===== src/rtl/text_console_ctrl_pkg.sv =====
// Shared constants, state encoding and helpers for the text console write-side controller.
package text_console_pkg;

   localparam int unsigned COLS   = 80;
   localparam int unsigned ROWS   = 30;
   localparam int unsigned CELLS  = COLS * ROWS;
   localparam int unsigned ADDR_W = 12;
   localparam int unsigned COL_W  = 7;
   localparam int unsigned ROW_W  = 5;
   localparam int unsigned DATA_W = 8;

   localparam logic [DATA_W-1:0] FILL     = 8'h20;
   localparam logic [DATA_W-1:0] CH_BS    = 8'h08;
   localparam logic [DATA_W-1:0] CH_LF    = 8'h0A;
   localparam logic [DATA_W-1:0] CH_FF    = 8'h0C;
   localparam logic [DATA_W-1:0] CH_CR    = 8'h0D;
   localparam logic [DATA_W-1:0] PRINT_LO = 8'h20;
   localparam logic [DATA_W-1:0] PRINT_HI = 8'h7E;

   localparam logic [COL_W-1:0] COL_LAST = COL_W'(COLS - 1);
   localparam logic [ROW_W-1:0] ROW_LAST = ROW_W'(ROWS - 1);

   typedef enum logic [1:0] {
      IDLE     = 2'd0,
      CLR_LINE = 2'd1,
      CLR_ALL  = 2'd2
   } state_e;

   // One text-memory write beat.
   typedef struct packed {
      logic              we;
      logic [ADDR_W-1:0] addr;
      logic [DATA_W-1:0] din;
   } mem_wr_t;

   // row*80 as (row<<6)+(row<<4); at most 29*80 = 2320, fits in 12 bits.
   function automatic logic [ADDR_W-1:0] row_base(input logic [ROW_W-1:0] row);
      return ADDR_W'({row, 6'b0}) + ADDR_W'({row, 4'b0});
   endfunction

endpackage


===== src/rtl/text_console_ctrl_if.sv =====
// Byte-stream valid/ready channel feeding the text console.
interface text_console_if;
   import text_console_pkg::*;

   logic              ch_valid;
   logic [DATA_W-1:0] ch_data;
   logic              ch_ready;

   modport master (output ch_valid, output ch_data, input ch_ready);
   modport slave  (input ch_valid, input ch_data, output ch_ready);
endinterface


===== src/rtl/text_clear_seq.sv =====
// Address sequencer for clear operations: walks base..base+len-1, one beat per cycle.
module text_clear_seq
   import text_console_pkg::*;
(
   input  logic              clk,
   input  logic              rst_n,
   input  logic              start_i,
   input  logic              run_i,
   input  logic [ADDR_W-1:0] base_i,
   input  logic [ADDR_W-1:0] len_i,
   output logic              we_c,
   output logic [ADDR_W-1:0] addr_c,
   output logic              done_c
);

   logic [ADDR_W-1:0] cnt_q, cnt_d;

   // Beat generation and offset counter; the counter rewinds on start and on the last beat.
   always_comb begin
      we_c   = run_i;
      addr_c = base_i + cnt_q;
      done_c = run_i && (cnt_q == (len_i - ADDR_W'(1)));
      cnt_d  = cnt_q;
      if (start_i) begin
         cnt_d = '0;
      end else if (done_c) begin
         cnt_d = '0;
      end else if (run_i) begin
         cnt_d = cnt_q + ADDR_W'(1);
      end
   end

   // Offset register.
   always_ff @(posedge clk or negedge rst_n) begin
      if (!rst_n) begin
         cnt_q <= '0;
      end else begin
         cnt_q <= cnt_d;
      end
   end

endmodule


===== src/rtl/text_console_ctrl.sv =====
// Write-side controller for the 80x30 text memory: cursor tracking, character writes and clears.
module text_console_ctrl
   import text_console_pkg::*;
(
   input  logic              clk,
   input  logic              rst_n,
   text_console_if.slave     ch,
   input  logic              clear_req,
   output logic              mem_we,
   output logic [ADDR_W-1:0] mem_addr,
   output logic [DATA_W-1:0] mem_din,
   output logic              busy,
   output logic [COL_W-1:0]  cursor_col,
   output logic [ROW_W-1:0]  cursor_row
);

   state_e            state_q, state_d;
   logic [COL_W-1:0]  col_q, col_d;
   logic [ROW_W-1:0]  row_q, row_d;
   mem_wr_t           wr_q, wr_d;

   logic              seq_start;
   logic              seq_we;
   logic              seq_done;
   logic [ADDR_W-1:0] seq_addr;
   logic [ADDR_W-1:0] seq_base;
   logic [ADDR_W-1:0] seq_len;
   logic              is_print;
   logic [ROW_W-1:0]  row_nxt;

   assign ch.ch_ready = (state_q == IDLE) && !clear_req;
   assign busy        = (state_q != IDLE);

   assign is_print = (ch.ch_data >= PRINT_LO) && (ch.ch_data <= PRINT_HI);
   assign row_nxt  = (row_q == ROW_LAST) ? '0 : row_q + ROW_W'(1);

   // A line clear targets the (already advanced) cursor row; a full clear starts at 0.
   assign seq_base = (state_q == CLR_LINE) ? row_base(row_q) : '0;
   assign seq_len  = (state_q == CLR_LINE) ? ADDR_W'(COLS) : ADDR_W'(CELLS);

   text_clear_seq u_clear_seq (
      .clk     (clk),
      .rst_n   (rst_n),
      .start_i (seq_start),
      .run_i   (busy),
      .base_i  (seq_base),
      .len_i   (seq_len),
      .we_c    (seq_we),
      .addr_c  (seq_addr),
      .done_c  (seq_done)
   );

   // Next-state, cursor and write-port decode.
   always_comb begin
      state_d   = state_q;
      col_d     = col_q;
      row_d     = row_q;
      wr_d      = wr_q;
      wr_d.we   = 1'b0;
      seq_start = 1'b0;
      unique case (state_q)
         IDLE: begin
            if (clear_req) begin
               state_d   = CLR_ALL;
               col_d     = '0;
               row_d     = '0;
               seq_start = 1'b1;
            end else if (ch.ch_valid) begin
               if (is_print) begin
                  wr_d.we   = 1'b1;
                  wr_d.addr = row_base(row_q) + ADDR_W'(col_q);
                  wr_d.din  = ch.ch_data;
                  if (col_q == COL_LAST) begin
                     col_d     = '0;
                     row_d     = row_nxt;
                     state_d   = CLR_LINE;
                     seq_start = 1'b1;
                  end else begin
                     col_d = col_q + COL_W'(1);
                  end
               end else begin
                  case (ch.ch_data)
                     CH_LF: begin
                        col_d     = '0;
                        row_d     = row_nxt;
                        state_d   = CLR_LINE;
                        seq_start = 1'b1;
                     end
                     CH_CR: col_d = '0;
                     CH_BS: begin
                        if (col_q != '0) begin
                           col_d = col_q - COL_W'(1);
                        end
                     end
                     CH_FF: begin
                        state_d   = CLR_ALL;
                        col_d     = '0;
                        row_d     = '0;
                        seq_start = 1'b1;
                     end
                     default: ;
                  endcase
               end
            end
         end
         CLR_LINE, CLR_ALL: begin
            wr_d.we   = seq_we;
            wr_d.addr = seq_addr;
            wr_d.din  = FILL;
            if (seq_done) begin
               state_d = IDLE;
            end
         end
         default: state_d = IDLE;
      endcase
   end

   // State, cursor and write-port registers; reset lands in a full clear.
   always_ff @(posedge clk or negedge rst_n) begin
      if (!rst_n) begin
         state_q <= CLR_ALL;
         col_q   <= '0;
         row_q   <= '0;
         wr_q    <= '{we: 1'b0, addr: '0, din: FILL};
      end else begin
         state_q <= state_d;
         col_q   <= col_d;
         row_q   <= row_d;
         wr_q    <= wr_d;
      end
   end

   assign mem_we     = wr_q.we;
   assign mem_addr   = wr_q.addr;
   assign mem_din    = wr_q.din;
   assign cursor_col = col_q;
   assign cursor_row = row_q;

endmodule


===== src/flat_wrapper.sv =====
// flat-port wrapper written by rule: the top's interface ports become plain ports
module text_console_ctrl_flat import text_console_pkg::*;
  (clk, rst_n, clear_req, mem_we, mem_addr, mem_din, busy, cursor_col, cursor_row, ch_ch_valid, ch_ch_data, ch_ch_ready);
  text_console_if ch_i ();
  input  logic clk;
  input  logic rst_n;
  input  logic clear_req;
  output logic mem_we;
  output logic [ADDR_W-1:0] mem_addr;
  output logic [DATA_W-1:0] mem_din;
  output logic busy;
  output logic [COL_W-1:0] cursor_col;
  output logic [ROW_W-1:0] cursor_row;
  input wire logic [$bits(ch_i.ch_valid)-1:0] ch_ch_valid;
  input wire logic [$bits(ch_i.ch_data)-1:0] ch_ch_data;
  output wire logic [$bits(ch_i.ch_ready)-1:0] ch_ch_ready;
  assign ch_i.ch_valid = ch_ch_valid;
  assign ch_i.ch_data = ch_ch_data;
  assign ch_ch_ready = ch_i.ch_ready;
  text_console_ctrl u_core (.clk(clk), .rst_n(rst_n), .ch(ch_i), .clear_req(clear_req), .mem_we(mem_we), .mem_addr(mem_addr), .mem_din(mem_din), .busy(busy), .cursor_col(cursor_col), .cursor_row(cursor_row));
endmodule

===== config.mk =====
export PLATFORM = sky130hd
export DESIGN_NAME = text_console_ctrl_flat
export DESIGN_NICKNAME = d
export VERILOG_FILES = /design/src/rtl/text_console_ctrl_pkg.sv /design/src/rtl/text_console_ctrl_if.sv /design/src/rtl/text_clear_seq.sv /design/src/rtl/text_console_ctrl.sv /design/src/flat_wrapper.sv
export SDC_FILE = /design/constraint.sdc
export NUM_CORES = 1
export LEC_CHECK = 0
export CAP_MARGIN = 20
export CORE_MARGIN = 5
export CORE_UTILIZATION = 25
export DETAILED_ROUTE_END_ITERATION = 10
export SKIP_CTS_REPAIR_TIMING = 1
export SLEW_MARGIN = 5
export SYNTH_ARGS = -nofsm -noshare
export SYNTH_HDL_FRONTEND = slang
export SYNTH_SLANG_ARGS = --single-unit

===== constraint.sdc =====
create_clock -name clk -period 2.9 [get_ports clk]
set_clock_uncertainty 0.15 [all_clocks]
set_input_delay 0.29 -clock clk [delete_from_list [all_inputs] [get_ports clk]]
set_output_delay 0.29 -clock clk [all_outputs]
set_load 0.01 [all_outputs]

==> results of run 1 <==
==> worst max-delay path, stage by stage (launching register included) <==
cell	delay, ps
dfrtp_1	410
ha_2	200
fa_2	360
xor2_1	180
and2_2	200
ha_1	290
and2_1	150
a221o_1	340
a21oi_2	170
xor2_1	160
o211ai_1	110
==> power by group through the flow <==
stage / clock (uW) / sequential [uW] / combinational [uW]
after CTS: 662 / 1080 / 2100
after detailed placement: 0 / 1090 / 2090
after global placement: 0 / 1080 / 2050
after floorplan: 0 / 1130 / 1140
final: 653 / 1080 / 2110
after global routing: 685 / 1110 / 2320
==> synthesized netlist by cell type (all sizes together) (2+ instances only) <==
library cell / count / area, um2
nor2: 21 / 81.3
o21ai: 19 / 95.1
or2: 3 / 18.8
nand2: 33 / 124
o31ai: 11 / 82.6
xor2: 7 / 61.3
nand4: 2 / 12.5
a32oi: 6 / 52.6
a22o: 7 / 61.3
nor2b: 3 / 18.8
clkbuf: 10 / 37.5
nor3b: 2 / 15.0
a21o: 7 / 52.6
or4: 2 / 15.0
dfrtp: 45 / 1130
o211ai: 4 / 30.0
a31oi: 6 / 37.5
nand2b: 3 / 18.8
and3b: 2 / 17.5
dfstp: 2 / 52.6
a21oi: 17 / 85.1
nand4b: 2 / 17.5
ha: 22 / 275
a211oi: 4 / 35.0
and2: 12 / 83.8
o41ai: 3 / 26.3
a21boi: 2 / 15.0
nor4: 4 / 25.0
buf: 3 / 15.0
xnor2: 11 / 96.3
a211o: 3 / 26.3
a2bb2oi: 5 / 43.8
nand3: 29 / 145
nand3b: 2 / 15.0
nor3: 10 / 55.1
inv: 14 / 52.6
fa: 3 / 60.1
o221ai: 2 / 17.5
o2bb2ai: 3 / 26.3
and3: 8 / 50.1
o22ai: 5 / 31.3
or4b: 2 / 23.8
mux2: 4 / 45.0
==> stage by stage <==
| stage | hold slack (ps) | instance area (um2) | std cells |
|---|---|---|---|
| after floorplan | -156 | 3460 | 381 |
| after global placement | 185 | 4280 | 620 |
| after detailed placement | 209 | 4280 | 620 |
| after CTS | -104 | 4440 | 627 |
| after global routing | 358 | 4490 | 629 |
| final | 331 | 4490 | 629 |
==> kinds of logic after synthesis <==
logic type                 share of synthesized area (%)
and+or+nand+nor                                     22.0
AOI/OAI and AO/OA                                   24.9
DFF                                                 34.1
buffers and inverters                               3.04
adders and majority gates                           9.71
xor gates and xnor gates                            4.57
muxes                                               1.59
==> layer usage <==
metal	vias to the layer above	GRT usage, %	wire [um]
li1	1577	-	-
met1	1578	14.6	4440
met2	60	22.1	5380
met3	10	2.30	317
met4	0	3.41	165
met5	-	0	0
==> flip-flops by register name, indices dropped and copies added (netlist names) <==
signal	count
u_core.cursor_col	7
u_core.state_q	2
u_core.mem_we	1
u_core.u_clear_seq.cnt_q	12
u_core.mem_din	8
u_core.cursor_row	5
u_core.mem_addr	12
==> final timing paths <==
| kind | from | end | slack [ps] | cells after the start |
|---|---|---|---|---|
| setup / recovery | u_core.cursor_row[2]$_DFFE_PN0P_ | u_core.mem_addr[10]$_DFFE_PN0P_ | 60 | 10 |
| hold / removal | u_core.mem_addr[5]$_DFFE_PN0P_ | u_core.mem_addr[5]$_DFFE_PN0P_ | 330 | 2 |
| setup reg to reg | u_core.cursor_row[2]$_DFFE_PN0P_ | u_core.mem_addr[10]$_DFFE_PN0P_ | 60 | 10 |
| hold reg to reg | u_core.mem_addr[5]$_DFFE_PN0P_ | u_core.mem_addr[5]$_DFFE_PN0P_ | 330 | 2 |
| max in group asynchronous | rst_n | u_core.mem_din[5]$_DFFE_PN1P_ | 1410 | 3 |
| min in group asynchronous | rst_n | u_core.mem_addr[11]$_DFFE_PN0P_ | 420 | 2 |
==> cell type report <==
class	count	share of cell area [%]
Multi-Input combinational cell	307	49.2
Clock buffer	6	2.87
Timing Repair Buffer	74	14.9
Clock inverter	1	0.668
Inverter	14	1.17
Tap cell	180	5.01
Sequential cell	47	26.3
==> results.md, run 1 <==
* Drt wl/cell at 16.4 um
* Ratio of cells with drive above 1 in the final layout at between 10% and 20%
* Most frequent cells in the layout: clkdlybuf4s50_1, dfrtp_1, nand2_1
* Hold Vio Cnt, Final at 0
* CP Max Fanout at 4
* Power per cell area at 855 nW/um2
* I/O pin count at 47
* Pint at about 2300 uW
* Area of the multi-input gates at about 2200 um2
* Routed vias at 3225
* Worst setup margin at 64.6 ps
* Clock group share of total power at 17.0%
* Clock latency on the worst-skew pair at 290 ps
* Clock root buffer: clkbuf_16
* Filler cell count at 1418
* Average instance area after synthesis at 9.06 um2
* Total Routing Usage GR at 12.2%
* Leak at between 0.0015 and 0.002 uW
* DRT antenna net count at 0
* Switching Fraction at between 40 and 50%
* Register area at ~1200 um2
* Vias in the first global route at 3122
* Die area at 16300 um2
* Worst Tran Pin Value at 619 ps
* Yosys reg bits at 47
* Rel. slew slack at roughly 60%
* Async S/R FF share, synth at 100%
* PortBufs at 46
* DIE WIDTH at between 100 and 150 um
* Post-synth EDFFs at 0
* MaxCap Viol Count at 0
* Setup TNS at 0 ps
* Most common cell after layout, fill and taps aside: clkdlybuf4s50_1
* CP arrival at 2850 ps
* Seq pwr share at between 20 and 30%
* Combinational fraction of design power at ~55%
* Max VDD drop at 0.000273 V
* Outcome: finished clean
* First-pass GRT wire length at 16.0 mm
* Initial Util at 25.2%
* Clock sink count at 47
* Max-slew violation count at 0
* Final worst-path cycle share at 97.8%
* Startpoint Class: flop
* Synthesis warning total at 0
* Fin util at 32.7%
* Mapped Cells at 381
* Syn Nets at 418
* Maximum buffer depth of the clock tree at 2
* Chip Height at 128 um
* Core area at 13700 um2
* Register area share after synthesis at 34.1%
* Initial DRC count at 208
* CP Class: flop to flop
* Vias/cell at 5.13
* Final Power at 3840 uW
* TritonCTS clock tree: built
* Fin nets at ~500
* Placed wire-length estimate at between 8 and 9 mm
* CP endpoint kind: flop
* Clock transition at path regs at 60 ps
* H-tree Lvls at 2
* Critical path data required time at 2920 ps
* Synth Flop Type: dfrtp_1
* DP Worst Slack at 50.5 ps
* GP Congestion at 0.860
* Final routed DRC violation total at 0
* Synth cell types at 66
* Initial antenna violation count at 0
* Number of diodes at 0
* F_max at approximately 0.35 GHz
* Final setup fails at 0
* Cts bufs inserted at 5
* Mapped cell area at about 3500 um2
* First-pass detailed-route iteration total at 5
* Drt total wl at 10.3 mm
* Final min period at 2840 ps
* Synthesis-to-layout area growth at 30.1%
* Total grt overflow at 0
* Pin count of the biggest net entering global routing at 28
* Worst Hold Class: flop to flop
* Psw at ~1600 uW
* Rows at 43
(Power assumes the default switching activity.)
==> run 2: changes to the inputs <==
--- a/config.mk
+++ b/config.mk
@@ -5,10 +5,11 @@
 export SDC_FILE = /design/constraint.sdc
 export NUM_CORES = 1
 export LEC_CHECK = 0
-export CAP_MARGIN = 20
+export CAP_MARGIN = 10
 export CORE_MARGIN = 5
-export CORE_UTILIZATION = 25
+export CORE_UTILIZATION = 50
 export DETAILED_ROUTE_END_ITERATION = 10
+export PLACE_DENSITY = 0.77
 export SKIP_CTS_REPAIR_TIMING = 1
 export SLEW_MARGIN = 5
 export SYNTH_ARGS = -nofsm -noshare
==> run 2 against run 1 <==
  * Non-clock buffer count is 1 lower
  * Sequential share of layout area rose by 1.1 points
  * Core utilization increased by 31 points
  * Critical path depth did not move
  * Routed wire length decreased by 7.9%
  * Flip-flop and latch count stayed put
  * Critical endpoint unchanged
==> results.md, run 2 (synthesis results as in run 1) <==
* Worst Hold Class: flop to flop
* First-pass GRT wire length at 15.8 mm (-1.4%)
* I/O pin count at 47 (unchanged)
* Ratio of cells with drive above 1 in the final layout at 14.5% (-0.45 points)
* Cts bufs inserted at 5 (unchanged)
* Total grt overflow at 0 (unchanged)
* Final setup fails at 0 (unchanged)
* Worst hold path stage count at 2 (unchanged)
* Worst-case reg-to-reg path depth at 10 (unchanged)
* Worst hold path startpoint: u_core.mem_addr[4]$_DFFE_PN0P_
* DRT antenna net count at 0 (unchanged)
* Clock root buffer: clkbuf_8
* DIE WIDTH at 93.1 um (-27%)
* Final min period at 2810 ps (-24.1 ps)
* Number of diodes at 0 (unchanged)
* Die area at 8670 um2 (-47%)
* CP endpoint kind: flop
* Critical path data required time at 2940 ps (+20 ps)
* MaxCap Viol Count at 0 (unchanged)
* Chip Height at 93.1 um (-27%)
* R2R Path Start: u_core.cursor_row[2]$_DFFE_PN0P_
* Total Routing Usage GR at 22.7% (+10 points)
* Initial DRC count at 183 (-12%)
* H-tree Lvls at 2 (unchanged)
* Vias in the first global route at 3263 (+4.5%)
* PortBufs at 46 (unchanged)
* Hold Vio Cnt, Final at 0 (unchanged)
* DP Worst Slack at 77.4 ps (+26.8 ps)
* Outcome: finished clean
* Drt wl/cell at 17.9 um (+9.6%)
* Drt total wl at 9.49 mm (-7.9%)
* Worst setup margin at 88.7 ps (+24.1 ps)
* Worst Tran Pin Value at 760 ps (+141 ps)
* CP Max Fanout at 4 (unchanged)
* Core area at 6760 um2 (-51%)
* Clock transition at path regs at 100 ps (+40 ps)
* Filler cell count at 572 (-60%)
* CP arrival at 2850 ps (about the same)
* Routed vias at 3326 (+3.1%)
* F_max at 0.356 GHz (+0.86%)
* GP Congestion at 0.904 (+5.1%)
* Most frequent cells in the layout: clkdlybuf4s50_1, dfrtp_1, nand2_1
* R2r endpoint: u_core.mem_addr[10]$_DFFE_PN0P_
* First-pass detailed-route iteration total at 6 (+1)
* Most common cell after layout, fill and taps aside: clkdlybuf4s50_1
* Pin count of the biggest net entering global routing at 33 (+18%)
* Initial antenna violation count at 0 (unchanged)
* Max VDD drop at 0.000439 V (+61%)
* Fin nets at 485 (-0.21%)
* Vias/cell at 6.29 (+23%)
* CP Class: flop to flop
* Clock latency on the worst-skew pair at 310 ps (+20 ps)
* TritonCTS clock tree: built
* Rows at 30 (-30%)
* Maximum buffer depth of the clock tree at 2 (unchanged)
* Final routed DRC violation total at 0 (unchanged)
* Min-Delay Endpoint: u_core.mem_addr[4]$_DFFE_PN0P_
* Max-slew violation count at 0 (unchanged)
* Final worst-path cycle share at 96.9% (-0.83 points)
* Leak at 0.00192 uW (-1.2%)
* Power per cell area at 848 nW/um2 (-0.83%)
* Startpoint Class: flop
* Fin util at 63.8% (+31 points)
* Placed wire-length estimate at 7.13 mm (-13%)
* Clock sink count at 47 (unchanged)
* R2r setup slk at 90 ps (+20 ps)
* Initial Util at 51.1% (+26 points)
* Synthesis-to-layout area growth at 24.8%
* Rel. slew slack at 49.3% (-9.4 points)
==> run 2: cell type report <==
cell class	count	area, um2	share of cell area (%)
tap	80	100	2.32
multi-input combinational	307	2200	51.1
sequential	47	1180	27.4
timing repair buffer	73	661	15.3
inverter	14	52.6	1.22
clock buffer	5	68.8	1.60
clock inverter	3	46.3	1.07
==> run 2: report_power, final <==
group | leakage, uW | internal, uW | switching, uW | total, uW
Clock | 0.0000548 | 260 | 247 | 507
Combinational | 0.00124 | 985 | 1080 | 2060
Sequential | 0.000622 | 859 | 226 | 1080
Total | 0.00192 | 2100 | 1550 | 3660
==> run 2: critical path, stage by stage, from the launching register on <==
cell and delay (ps):
dfrtp_1 420, ha_2 200, fa_2 360, xor2_1 180, and2_2 200, ha_1 280, buf_4 160, a221o_1 310
a21oi_1 170, xor2_1 170, o211ai_1 110
==> run 2: how the worst max path moves through the flow <==
stage / slack [ps] / to / from / cells after the start
floorplan: 20 / u_core.mem_addr[10]$_DFFE_PN0P_ / u_core.cursor_row[2]$_DFFE_PN0P_ / 10
global placement: 150 / u_core.mem_addr[10]$_DFFE_PN0P_ / u_core.cursor_row[2]$_DFFE_PN0P_ / 9
detailed placement: 80 / u_core.mem_addr[11]$_DFFE_PN0P_ / u_core.cursor_row[2]$_DFFE_PN0P_ / 11
CTS: 60 / u_core.mem_addr[10]$_DFFE_PN0P_ / u_core.cursor_row[2]$_DFFE_PN0P_ / 9
global route: -30 / u_core.mem_addr[9]$_DFFE_PN0P_ / u_core.cursor_row[2]$_DFFE_PN0P_ / 11
finish: 90 / u_core.mem_addr[10]$_DFFE_PN0P_ / u_core.cursor_row[2]$_DFFE_PN0P_ / 10
==> run 2: per-stage QoR <==
stage	cell area (um2)	instances	hold slack [ps]	power (uW)	TNS, ps
after floorplan	3460	381	-156	2270	0
after global placement	4150	519	245	3070	0
after detailed placement	4150	519	253	3110	0
after CTS	4270	527	-86.6	3630	0
after global routing	4310	529	372	3950	-57.4
final	4310	529	336	3660	0
==> run 2: layer usage <==
layer	vias up	global-route usage, %	wire length, um
met4	0	7.45	216
met3	23	2.98	452
met2	120	36.8	4600
met1	1603	31.3	4220
met5	-	0	0
li1	1580	-	-
==> run 3: changes to the inputs <==
--- a/config.mk
+++ b/config.mk
@@ -5,11 +5,12 @@
 export SDC_FILE = /design/constraint.sdc
 export NUM_CORES = 1
 export LEC_CHECK = 0
+export ABC_AREA = 1
 export CAP_MARGIN = 10
 export CORE_MARGIN = 5
-export CORE_UTILIZATION = 50
+export CORE_UTILIZATION = 51
 export DETAILED_ROUTE_END_ITERATION = 10
-export PLACE_DENSITY = 0.77
+export PLACE_DENSITY = 0.78
 export SKIP_CTS_REPAIR_TIMING = 1
 export SLEW_MARGIN = 5
 export SYNTH_ARGS = -nofsm -noshare
==> constraint.sdc (replaced) <==
create_clock -name clk -period 2.3 [get_ports clk]
set_clock_uncertainty 0.15 [all_clocks]
set_input_delay 0.23 -clock clk [delete_from_list [all_inputs] [get_ports clk]]
set_output_delay 0.23 -clock clk [all_outputs]
set_load 0.01 [all_outputs]
==> run 3 against run 2 <==
  * The flow now finishes with violations (setup timing)
  * Combinational power rose by 25%
  * Core utilization rose by 5.4 points
  * Power rose by 21%
  * Flip-flop and latch count did not move
  * Worst hold slack got worse by 160 ps
  * Setup slack got worse by 480 ps
  * Sequential power rose by 12%
  * Global-route usage rose by 0.31 points
  * Synthesized area rose by 3.5%
  * Cell area rose by 9.1%
  * Maximum frequency rose by 4.5%
  * First-iteration DRC count rose by 58%
==> results.md, run 3 <==
* Non-Filler Instances at 682 (+29%)
* Count leader, synth: nand2_1
* Clock transition at path regs at 100 ps (about the same)
* Clock root buffer: clkbuf_8
* Routed vias at 3707 (+11%)
* Synth Flop Type: dfrtp_1
* Crit-path max cell delay at 440 ps (+20 ps)
* Core area at 6790 um2 (+0.56%)
* F_max at 0.372 GHz (+4.5%)
* Most frequent cells in the layout: nand2_1, nand3_1, inv_1
* Top cells by area, synth: dfrtp_1, nand2_1, ha_1
* Crit path buffers/inverters at 3 (+2)
* Final setup fails at 4 (+4)
* Cts bufs inserted at 5 (unchanged)
* Leak at 0.00232 uW (+21%)
* Async S/R FF share, synth at 100% (unchanged)
* Mapped cell area at 3570 um2 (+3.5%)
* Area share of the largest cell type after synthesis at 31.5% (-1.1 points)
* Hold Vio Cnt, Final at 0 (unchanged)
* Synthesis-to-layout area growth at 31.5%
* Critical Path Stages at 21 (+11)
* Yosys top cell by area: dfrtp_1
* CP most frequent cell: nand2_1
* Post-synth EDFFs at 0 (unchanged)
* I/O pin count at 47 (unchanged)
* Maximum buffer depth of the clock tree at 2 (unchanged)
* Most common cell after layout, fill and taps aside: nand2_1
* Worst Hold Class: input pin to async pin
* Startpoint Class: flop
* DP Worst Slack at -363 ps (-440 ps)
* Initial DRC count at 290 (+58%)
* CP Class: flop to flop
* Slowest-stage cell, CP: dfrtp_2
* Average instance area after synthesis at 7.14 um2 (-21%)
* H-tree Lvls at 2 (unchanged)
* Placed wire-length estimate at 7.30 mm (+2.4%)
* Synthesis warning total at 0 (unchanged)
* Drt total wl at 9.82 mm (+3.4%)
* R2r setup slk at -390 ps (-480 ps)
* Final worst-path cycle share at 117% (+20 points)
* DIE WIDTH at 93.7 um (+0.66%)
* Placed Instances at 668 (+29%)
* Fin nets at 622 (+28%)
* Drt wl/cell at 14.4 um (-20%)
* TritonCTS clock tree: built
* CP Max Fanout at 5 (+1)
* Failing checks: setup timing
* Rel. slew slack at 61.9% (+13 points)
* Clock latency on the worst-skew pair at 310 ps (about the same)
* Register area share after synthesis at 33.0% (-1.2 points)
* Power per cell area at 942 nW/um2 (+11%)
* CP endpoint kind: flop
* Final routed DRC violation total at 0 (unchanged)
* Initial antenna violation count at 0 (unchanged)
* Synth cell types at 42 (-36%)
* First-pass GRT wire length at 16.4 mm (+3.8%)
* Syn Nets at 538 (+29%)
* Final min period at 2690 ps (-121 ps)
* Commonest cells post-synth: nand2_1, nand3_1, inv_1
* R2R Path Start: u_core.cursor_row[2]$_DFFE_PN0P_
* Fin Hold WS at 173 ps (-163 ps)
* Worst-case reg-to-reg path depth at 21 (+11)
* MaxCap Viol Count at 0 (unchanged)
* Clock sink count at 47 (unchanged)
* Mapped Cells at 501 (+31%)
* Chip Height at 93.7 um (+0.66%)
* R2r endpoint: u_core.mem_addr[11]$_DFFE_PN0P_
* CP arrival at 2790 ps (-60 ps)
* Worst Tran Pin Value at 567 ps (-193 ps)
* Max VDD drop at 0.000560 V (+28%)
* Critical path data required time at 2400 ps (-540 ps)
* Initial Util at 52.6% (+1.5 points)
* Filler cell count at 562 (-1.7%)
* Vias in the first global route at 3567 (+9.3%)
* Total Routing Usage GR at 23.0% (+0.31 points)
* Crit-path cells: ha_4, fa_2, nand2_2, nand2_1, nand2_1, nand2_1, nand2_2, inv_2, nor2_4, ha_4, nand2_1, inv_1, nand2_1, nand2_1, nor2_2, inv_1, nand2_1, nand3_1, nand2_1, nand2_1, nand2_1
* PortBufs at 46 (unchanged)
* First-pass detailed-route iteration total at 5 (-1)
* Fin util at 69.2% (+5.4 points)
* Ratio of cells with drive above 1 in the final layout at 18.4% (+4.0 points)
* Die area at 8780 um2 (+1.3%)
* Number of diodes at 0 (unchanged)
* Total grt overflow at 0 (unchanged)
* Setup TNS at -1200 ps (-1200 ps)
* Max-slew violation count at 0 (unchanged)
* Rows at 30 (unchanged)
* Worst setup margin at -390 ps (-479 ps)
* Yosys reg bits at 47 (unchanged)
* Worst path top cell family by delay: simple AND/OR/NAND/NOR gates
* DRT antenna net count at 0 (unchanged)
* Outcome: complete, but fails checks
* RSZ-0062 raised after global routing: yes
* Vias/cell at 5.44 (-14%)
* GP Congestion at 1.01 (+12%)
* Pin count of the biggest net entering global routing at 38 (+15%)
run 3: cell types whose count changed after synthesis, moves of 8 or more:
cell | before | now
inv_1 | 14 | 49
o21ai_1 | 1 | 10
nand4_1 | 2 | 11
nand3_1 | 29 | 52
nand2_1 | 33 | 148
o21ai_0 | 18 | 29
and3_1 | 8 | 0
nor2_1 | 20 | 45
o31ai_1 | 11 | 3
run 3: metrics by stage:
step	cell area [um2]	power [uW]
floorplan	3620	2680
global placement	4410	3610
detailed placement	4410	3680
CTS	4530	4340
global route	4700	4750
finish	4700	4430
run 3: kinds of logic after synthesis:
kind of cell | synth area share (%)
DFF | 33.0
and+or+nand+nor | 35.6
AOI/OAI and AO/OA | 11.1
adders and majority gates | 9.38
xor gates and xnor gates | 3.19
buffers and inverters | 7.74
run 3: metal layers:
layer  part of all wire [%]  GRT usage (%)  up-vias
li1                       -              -     1812
met4                    2.1           7.34        0
met3                    4.6           2.64       22
met5                      0              0        -
met1                     42           28.8     1740
met2                     51           41.0      133
run 3: worst max-delay path by stage:
stage | from | to | slack, ps
CTS | u_core.cursor_row[2]$_DFFE_PN0P_ | u_core.mem_addr[9]$_DFFE_PN0P_ | -380
finish | u_core.cursor_row[2]$_DFFE_PN0P_ | u_core.mem_addr[11]$_DFFE_PN0P_ | -390
floorplan | u_core.cursor_row[0]$_DFFE_PN0P_ | u_core.mem_addr[11]$_DFFE_PN0P_ | -320
global route | u_core.cursor_row[2]$_DFFE_PN0P_ | u_core.mem_addr[11]$_DFFE_PN0P_ | -520
detailed placement | u_core.cursor_row[2]$_DFFE_PN0P_ | u_core.mem_addr[9]$_DFFE_PN0P_ | -360
global placement | u_core.cursor_row[2]$_DFFE_PN0P_ | u_core.mem_addr[9]$_DFFE_PN0P_ | -300
run 3: area by class of cell:
cell class                 instances  area (um2)  share of cell area (%)
sequential                        47        1180                    25.1
inverter                          55         215                    4.58
multi-input combinational        389        2280                    48.5
timing repair buffer              87         787                    16.7
clock buffer                       5        68.8                    1.46
tap                               96         120                    2.55
clock inverter                     3        47.5                    1.01
run 3: worst register-to-register path: stages, from the launching register on:
cell and delay [ps]:
dfrtp_2 440, ha_4 170, fa_2 390, nand2_2 70, nand2_1 60, nand2_1 60, nand2_1 50, nand2_2 70
inv_2 50, nor2_4 120, ha_4 220, nand2_1 80, inv_1 60, nand2_1 70, nand2_1 60, nor2_2 110
inv_1 60, nand2_1 80, nand3_1 90, nand2_1 80, nand2_1 50, nand2_1 60
run 3: where the power goes:
group,leakage [uW],switching [uW],internal [uW]
Combinational,0.00163,1440,1130
Clock,0.0000587,316,330
Sequential,0.000630,163,1050
